**src/rtl/vec_alu_seq.sv**
```systemverilog
// Vector ALU sequencer: walks vl elements through an external scalar ALU, one element per cycle.
// Latency: read at acceptance+1+i, write at acceptance+3+i, done at acceptance+vl+3 (vl=0: acceptance+1).
// Backpressure: issue_ready is low from acceptance until the cycle after done; no element-level stalls.
//
// Ports:
//   clk, rst_n                    clock, synchronous active-low reset
//   issue_valid/issue_ready       instruction handshake
//   issue_alu_sel, issue_vl       ALU opcode (passed through), vector length (saturated to 32)
//   issue_vs1/vs2/vd              source A, source B, destination register numbers
//   issue_scalar_en/issue_scalar  broadcast scalar as source B
//   rd_en, rd_vreg_a/b, rd_idx    register file read request; rd_data_a/b arrive one cycle later
//   alu_srcA/B, alu_sel           operands to the combinational ALU; alu_result comes back
//   wr_en, wr_vreg, wr_idx, wr_data  register file write port
//   busy, done                    instruction in progress, one-cycle completion pulse
module vec_alu_seq (
   input  logic        clk,
   input  logic        rst_n,
   input  logic        issue_valid,
   output logic        issue_ready,
   input  logic [3:0]  issue_alu_sel,
   input  logic [5:0]  issue_vl,
   input  logic [4:0]  issue_vs1,
   input  logic [4:0]  issue_vs2,
   input  logic [4:0]  issue_vd,
   input  logic        issue_scalar_en,
   input  logic [31:0] issue_scalar,
   output logic        rd_en,
   output logic [4:0]  rd_vreg_a,
   output logic [4:0]  rd_vreg_b,
   output logic [4:0]  rd_idx,
   input  logic [31:0] rd_data_a,
   input  logic [31:0] rd_data_b,
   output logic [31:0] alu_srcA,
   output logic [31:0] alu_srcB,
   output logic [3:0]  alu_sel,
   input  logic [31:0] alu_result,
   output logic        wr_en,
   output logic [4:0]  wr_vreg,
   output logic [4:0]  wr_idx,
   output logic [31:0] wr_data,
   output logic        busy,
   output logic        done
);

   localparam logic [1:0] IDLE  = 2'd0;
   localparam logic [1:0] RUN   = 2'd1;
   localparam logic [1:0] DRAIN = 2'd2;

   logic [1:0]  state;

   // Instruction fields captured at acceptance; the issue bus is ignored afterwards.
   logic [3:0]  sel_q;
   logic [5:0]  vl_q;
   logic [4:0]  vs1_q;
   logic [4:0]  vs2_q;
   logic [4:0]  vd_q;
   logic        scalar_en_q;
   logic [31:0] scalar_q;

   // Read-stage element index; counts up to vl and stops there.
   logic [5:0]  idx;
   logic [5:0]  idx_nxt;

   // Execute stage: the element whose read data is on rd_data_* this cycle.
   logic        ex_vld;
   logic [4:0]  ex_idx;

   logic        accept;
   logic [5:0]  vl_sat;
   logic        last_wr;

   assign accept  = issue_valid & issue_ready;
   assign vl_sat  = (issue_vl > 6'd32) ? 6'd32 : issue_vl;
   assign idx_nxt = idx + 6'd1;

   // In DRAIN the last write is the one with nothing left behind it in execute.
   assign last_wr = (state == DRAIN) && wr_en && !ex_vld;

   //------------------------------------------------------------------
   // Control FSM, index counter and captured instruction fields
   //------------------------------------------------------------------
   always_ff @(posedge clk) begin
      if (!rst_n) begin
         state       <= IDLE;
         idx         <= '0;
         sel_q       <= '0;
         vl_q        <= '0;
         vs1_q       <= '0;
         vs2_q       <= '0;
         vd_q        <= '0;
         scalar_en_q <= 1'b0;
         scalar_q    <= '0;
      end else begin
         case (state)
            IDLE: begin
               if (accept) begin
                  sel_q       <= issue_alu_sel;
                  vl_q        <= vl_sat;
                  vs1_q       <= issue_vs1;
                  vs2_q       <= issue_vs2;
                  vd_q        <= issue_vd;
                  scalar_en_q <= issue_scalar_en;
                  scalar_q    <= issue_scalar;
                  idx         <= '0;
                  // An empty vector has nothing to read: go straight to the completion state.
                  state       <= (vl_sat == 6'd0) ? DRAIN : RUN;
               end
            end
            RUN: begin
               idx <= idx_nxt;
               if (idx_nxt == vl_q) begin
                  state <= DRAIN;
               end
            end
            DRAIN: begin
               // done is high for exactly this one cycle; leave on its edge.
               if (done) begin
                  state <= IDLE;
                  idx   <= '0;
               end
            end
            default: begin
               state <= IDLE;
            end
         endcase
      end
   end

   //------------------------------------------------------------------
   // Execute and write-back pipeline
   //------------------------------------------------------------------
   always_ff @(posedge clk) begin
      if (!rst_n) begin
         ex_vld  <= 1'b0;
         ex_idx  <= '0;
         wr_en   <= 1'b0;
         wr_idx  <= '0;
         wr_data <= '0;
      end else begin
         ex_vld  <= (state == RUN);
         ex_idx  <= (state == RUN) ? idx[4:0] : 5'd0;
         wr_en   <= ex_vld;
         wr_idx  <= ex_vld ? ex_idx : 5'd0;
         wr_data <= ex_vld ? alu_result : 32'd0;
      end
   end

   //------------------------------------------------------------------
   // Completion pulse
   //------------------------------------------------------------------
   always_ff @(posedge clk) begin
      if (!rst_n) begin
         done <= 1'b0;
      end else begin
         done <= (accept && (vl_sat == 6'd0)) || (last_wr && !done);
      end
   end

   //------------------------------------------------------------------
   // Outputs
   //------------------------------------------------------------------
   assign issue_ready = (state == IDLE);
   assign busy        = (state != IDLE);

   assign rd_en       = (state == RUN);
   assign rd_idx      = rd_en ? idx[4:0] : 5'd0;
   assign rd_vreg_a   = vs1_q;
   assign rd_vreg_b   = vs2_q;

   // Operands are held at zero outside the execute stage so idle read data never reaches the ALU.
   assign alu_srcA    = ex_vld ? rd_data_a : 32'd0;
   assign alu_srcB    = ex_vld ? (scalar_en_q ? scalar_q : rd_data_b) : 32'd0;
   assign alu_sel     = sel_q;

   assign wr_vreg     = vd_q;

endmodule

```
**config.mk**
```make
export PLATFORM = sky130hd
export DESIGN_NAME = vec_alu_seq
export DESIGN_NICKNAME = d
export VERILOG_FILES = /design/src/rtl/vec_alu_seq.sv
export SDC_FILE = /design/constraint.sdc
export NUM_CORES = 1
export LEC_CHECK = 0
export BUFFER_PORTS_ARGS = -buffer_cell sky130_fd_sc_hd__buf_2
export CAP_MARGIN = 5
export CORE_AREA = 3 3 126 104
export CTS_CLUSTER_SIZE = 20
export DETAILED_ROUTE_END_ITERATION = 10
export DIE_AREA = 0 0 129 107
export PLACE_DENSITY = 0.74
export SLEW_MARGIN = 20
export SYNTH_ARGS = -nofsm -noshare
export SYNTH_HDL_FRONTEND = slang
export SYNTH_SLANG_ARGS = --single-unit
export TNS_END_PERCENT = 1
```
**constraint.sdc**
```tcl
create_clock -name clk -period 1.7 [get_ports clk]
set_input_delay 0.17 -clock clk [delete_from_list [all_inputs] [get_ports clk]]
set_output_delay 0.17 -clock clk [all_outputs]
set_load 0.02 [all_outputs]
```
==> results.sh <==
export IMPL_outcome="finished clean"
export IMPL_pwr_share_clk=0.324
export IMPL_gp_congestion=0.834
export IMPL_wire_per_inst_um=14.0
export IMPL_placed_cells=947
export IMPL_syn_area_mm2=0.00471
export IMPL_ys_warn_count=0
export IMPL_groute_usage_overall=0.183
export IMPL_clock_skew_ps=13.1
export IMPL_p_int_mw=4.69
export IMPL_synth_seq_cells=111
export IMPL_powerDensity_mw_per_mm2=1030
export IMPL_r2r_start="idx[1]"
export IMPL_seq_power_share=0.429
export IMPL_grt_pass1_wl_mm=20.2
export IMPL_path_cells="ha_1, nand3_1, xnor2_1, nor4b_1, a21bo_2"
export IMPL_critical_path_buf_inv_count=0
export IMPL_die_y_um=107
export IMPL_cpMaxStageDelayCell="dfxtp_1"
export IMPL_root_buffer="clkbuf_16"
export IMPL_synth_common_cells="115 x nand2_1, 111 x dfxtp_1, 49 x a21oi_1"
export IMPL_finalNonFillerCells=963
export IMPL_crit_path_end_kind="register"
export IMPL_routed_wl_mm=13.5
export IMPL_clk_pin_slew_ps=80
export IMPL_timing_setup_tns_ps=0
export IMPL_die_x_um=129
export IMPL_synthFlopType="dfxtp_1"
export IMPL_crit_type="register to register"
export IMPL_htree_levels=3
export IMPL_r2r_cells=5
export IMPL_synth_cell_types=38
export IMPL_final_net_count=964
export IMPL_synth_top_cell_by_area="dfxtp_1"
export IMPL_ir_drop_v=0.000482
export IMPL_cts_hold_buf=0
export IMPL_ant_nets=0
export IMPL_fillers=1136
export IMPL_max_cap_viol_count=0
export IMPL_syn_avg_cell_area_um2=8.76
export IMPL_core_area_mm2=0.0120
export IMPL_clkSinkCount=111
export IMPL_crit_fanout=4
export IMPL_rows=36
export IMPL_syn_num_nets=696
export IMPL_pre_cts_ws_ps=137
export IMPL_vias_per_cell=4.65
export IMPL_cts_tree="yes"
export IMPL_async_flop_share=0
export IMPL_vias=4474
export IMPL_antenna_found_initial=1
export IMPL_worst_ep_required_time_ps=2000
export IMPL_setup_viol=0
export IMPL_diodes=0
export IMPL_syn_to_final_growth_pct=39.5
export IMPL_netlist_top_cells_area="dfxtp_1 47%, nand2_1 9.2%, mux2i_1 6.8%"
export IMPL_drv_slew=0
export IMPL_max_stage_delay_ps=380
export IMPL_synthCells=538
export IMPL_postCtsSetupBuffers=0
export IMPL_grt_max_degree=76
export IMPL_rsz0062_at_grt="false"
export IMPL_startpoint_type="register"
export IMPL_p_switching_mw=2.05
export IMPL_worst_pin_slew_ps=349
export IMPL_post_route_drc_count=0
export IMPL_cp_startpoint="idx[1]"
export IMPL_fmax_mhz=632
export IMPL_timing_final_crit_share=0.930
export IMPL_ioPinCount=287
export IMPL_synth_most_common_cell="nand2_1"
export IMPL_yosysTopAreaCellShare=0.472
export IMPL_ys_seq_area_frac=0.472
export IMPL_hold_viol_final=0
export IMPL_first_pass_iters=4
export IMPL_die_area_mm2=0.0138
export IMPL_synth_edf_count=0
export IMPL_drt_initial_drc_count=212
export IMPL_cts_buffers=9
export IMPL_p_comb_frac=0.247
export IMPL_dp_hpwl_mm=10.4
export IMPL_cp_arrival_ps=1880
export IMPL_fin_hold_ws_ps=51.1
export IMPL_layout_min_cycle_time_ps=1580
export IMPL_critPathTopFamily="simple AND/OR/NAND/NOR gates"
export IMPL_leakagePower_nw=3.37
export IMPL_hp_class="input port to register"
export IMPL_layout_drive_gt1_share=0.416
export IMPL_final_util=0.549
export IMPL_r2r_setup_slack_ps=120
export IMPL_endpoint="state[1]"
export IMPL_first_global_vias=4068
export IMPL_setup_ws_ps=118
export IMPL_cp_depth=5
export IMPL_rr_endpoint="state[1]"
export IMPL_port_buffers=286
export IMPL_clk_path_buf_depth=2
export IMPL_clk_latency_ps=350
export IMPL_swShare=0.305
export IMPL_start_util=0.393
export IMPL_maxSlewHeadroom=0.764
export IMPL_gr_total_overflow=0
## through the flow
step / power [mW] / cell area, µm²
floorplan: 4.06 / 4710
global placement: 4.61 / 6260
detailed placement: 4.63 / 6260
CTS: 6.83 / 6570
global route: 7.09 / 6570
finish: 6.74 / 6570
## cell usage in the layout (no fill, tap or decap), types with 2 or more instances in the layout
cell and n:
a21oi_1 49, a21oi_2 12, a22o_1 3, a22oi_1 2
and2_1 41, and3_1 42, buf_12 5, buf_2 286
buf_4 9, clkbuf_16 9, dfxtp_1 109, dfxtp_2 2
inv_1 4, inv_2 2, inv_6 2, inv_8 2
mux2i_1 32, nand2_1 115, nand3_1 5, nand3b_1 6
nor2_1 6, nor2b_1 34, nor4b_1 2, o21ai_0 4
xnor2_1 9, xor2_1 3
## worst min path at each step
stage          cells after the start  slack (ps)            to              from
2_1_floorplan                      2         310   scalar_q[0]   issue_scalar[0]
3_3_place_gp                       2         410    wr_data[5]     alu_result[5]
6_report                           3          50    wr_vreg[3]       issue_vd[3]
4_1_cts                            3          40    wr_vreg[3]       issue_vd[3]
5_1_grt                            3          50  scalar_q[14]  issue_scalar[14]
3_5_place_dp                       2         410    wr_data[9]     alu_result[9]
## metal layers
| layer | routed length (µm) | up-vias | part of all wire | global-route usage |
|---|---|---|---|---|
| met5 | 0 | - | 0 | 0 |
| met4 | 157 | 0 | 0.012 | 0.0525 |
| met3 | 919 | 15 | 0.068 | 0.0393 |
| met2 | 6540 | 150 | 0.48 | 0.311 |
| met1 | 5880 | 2014 | 0.44 | 0.234 |
| li1 | - | 2295 | - | - |
## cell type report
class / count / area, µm² / area share
timing repair buffer: 300 / 1600 / 0.243
tap: 152 / 190 / 0.0289
inverter: 6 / 22.5 / 0.00343
clock inverter: 5 / 70.1 / 0.0107
multi-input combinational: 378 / 2220 / 0.338
clock buffer: 11 / 243 / 0.0369
sequential: 111 / 2220 / 0.338
## worst register-to-register path: stages, from the launching register on
cell,delay [ps]
dfxtp_1,380
ha_1,260
nand3_1,150
xnor2_1,180
nor4b_1,370
a21bo_2,200
## timing repair
item,4_1_cts,5_1_grt
endpoints found under the setup margin,0,5
gates resized for setup,0,1
endpoints found under the hold margin,0,0
## sequential cells by signal (all words and copies together) (netlist names), 2 cells and up
signal / cells
alu_sel: 4
ex_idx: 5
idx: 6
rd_vreg_a: 5
rd_vreg_b: 5
scalar_q: 32
state: 2
vl_q: 6
wr_data: 32
wr_idx: 5
wr_vreg: 5
## cell families (layout without fill, tap and decap cells)
family                   count (synthesis)  in the layout  share of synthesized area
multiplexers                            32             32                     0.0680
flip-flops                             111            111                      0.472
adder cells (fa/ha/maj)                  1              1                    0.00266
AND/OR/NAND/NOR                        258            258                      0.282
buffers and inverters                   49            322                     0.0566
XOR/XNOR                                12             12                     0.0223
AO/OA/AOI/OAI                           75             75                     0.0972
## power by group through the flow
stage / combinational (mW) / sequential, mW / clock [mW]
final: 1.66 / 2.89 / 2.19
after CTS: 1.69 / 2.89 / 2.25
after detailed placement: 1.68 / 2.95 / 0
after global placement: 1.66 / 2.95 / 0
after floorplan: 1.03 / 3.03 / 0
after global routing: 1.83 / 2.91 / 2.35
Note: power is estimated with default switching activity, not from simulation.
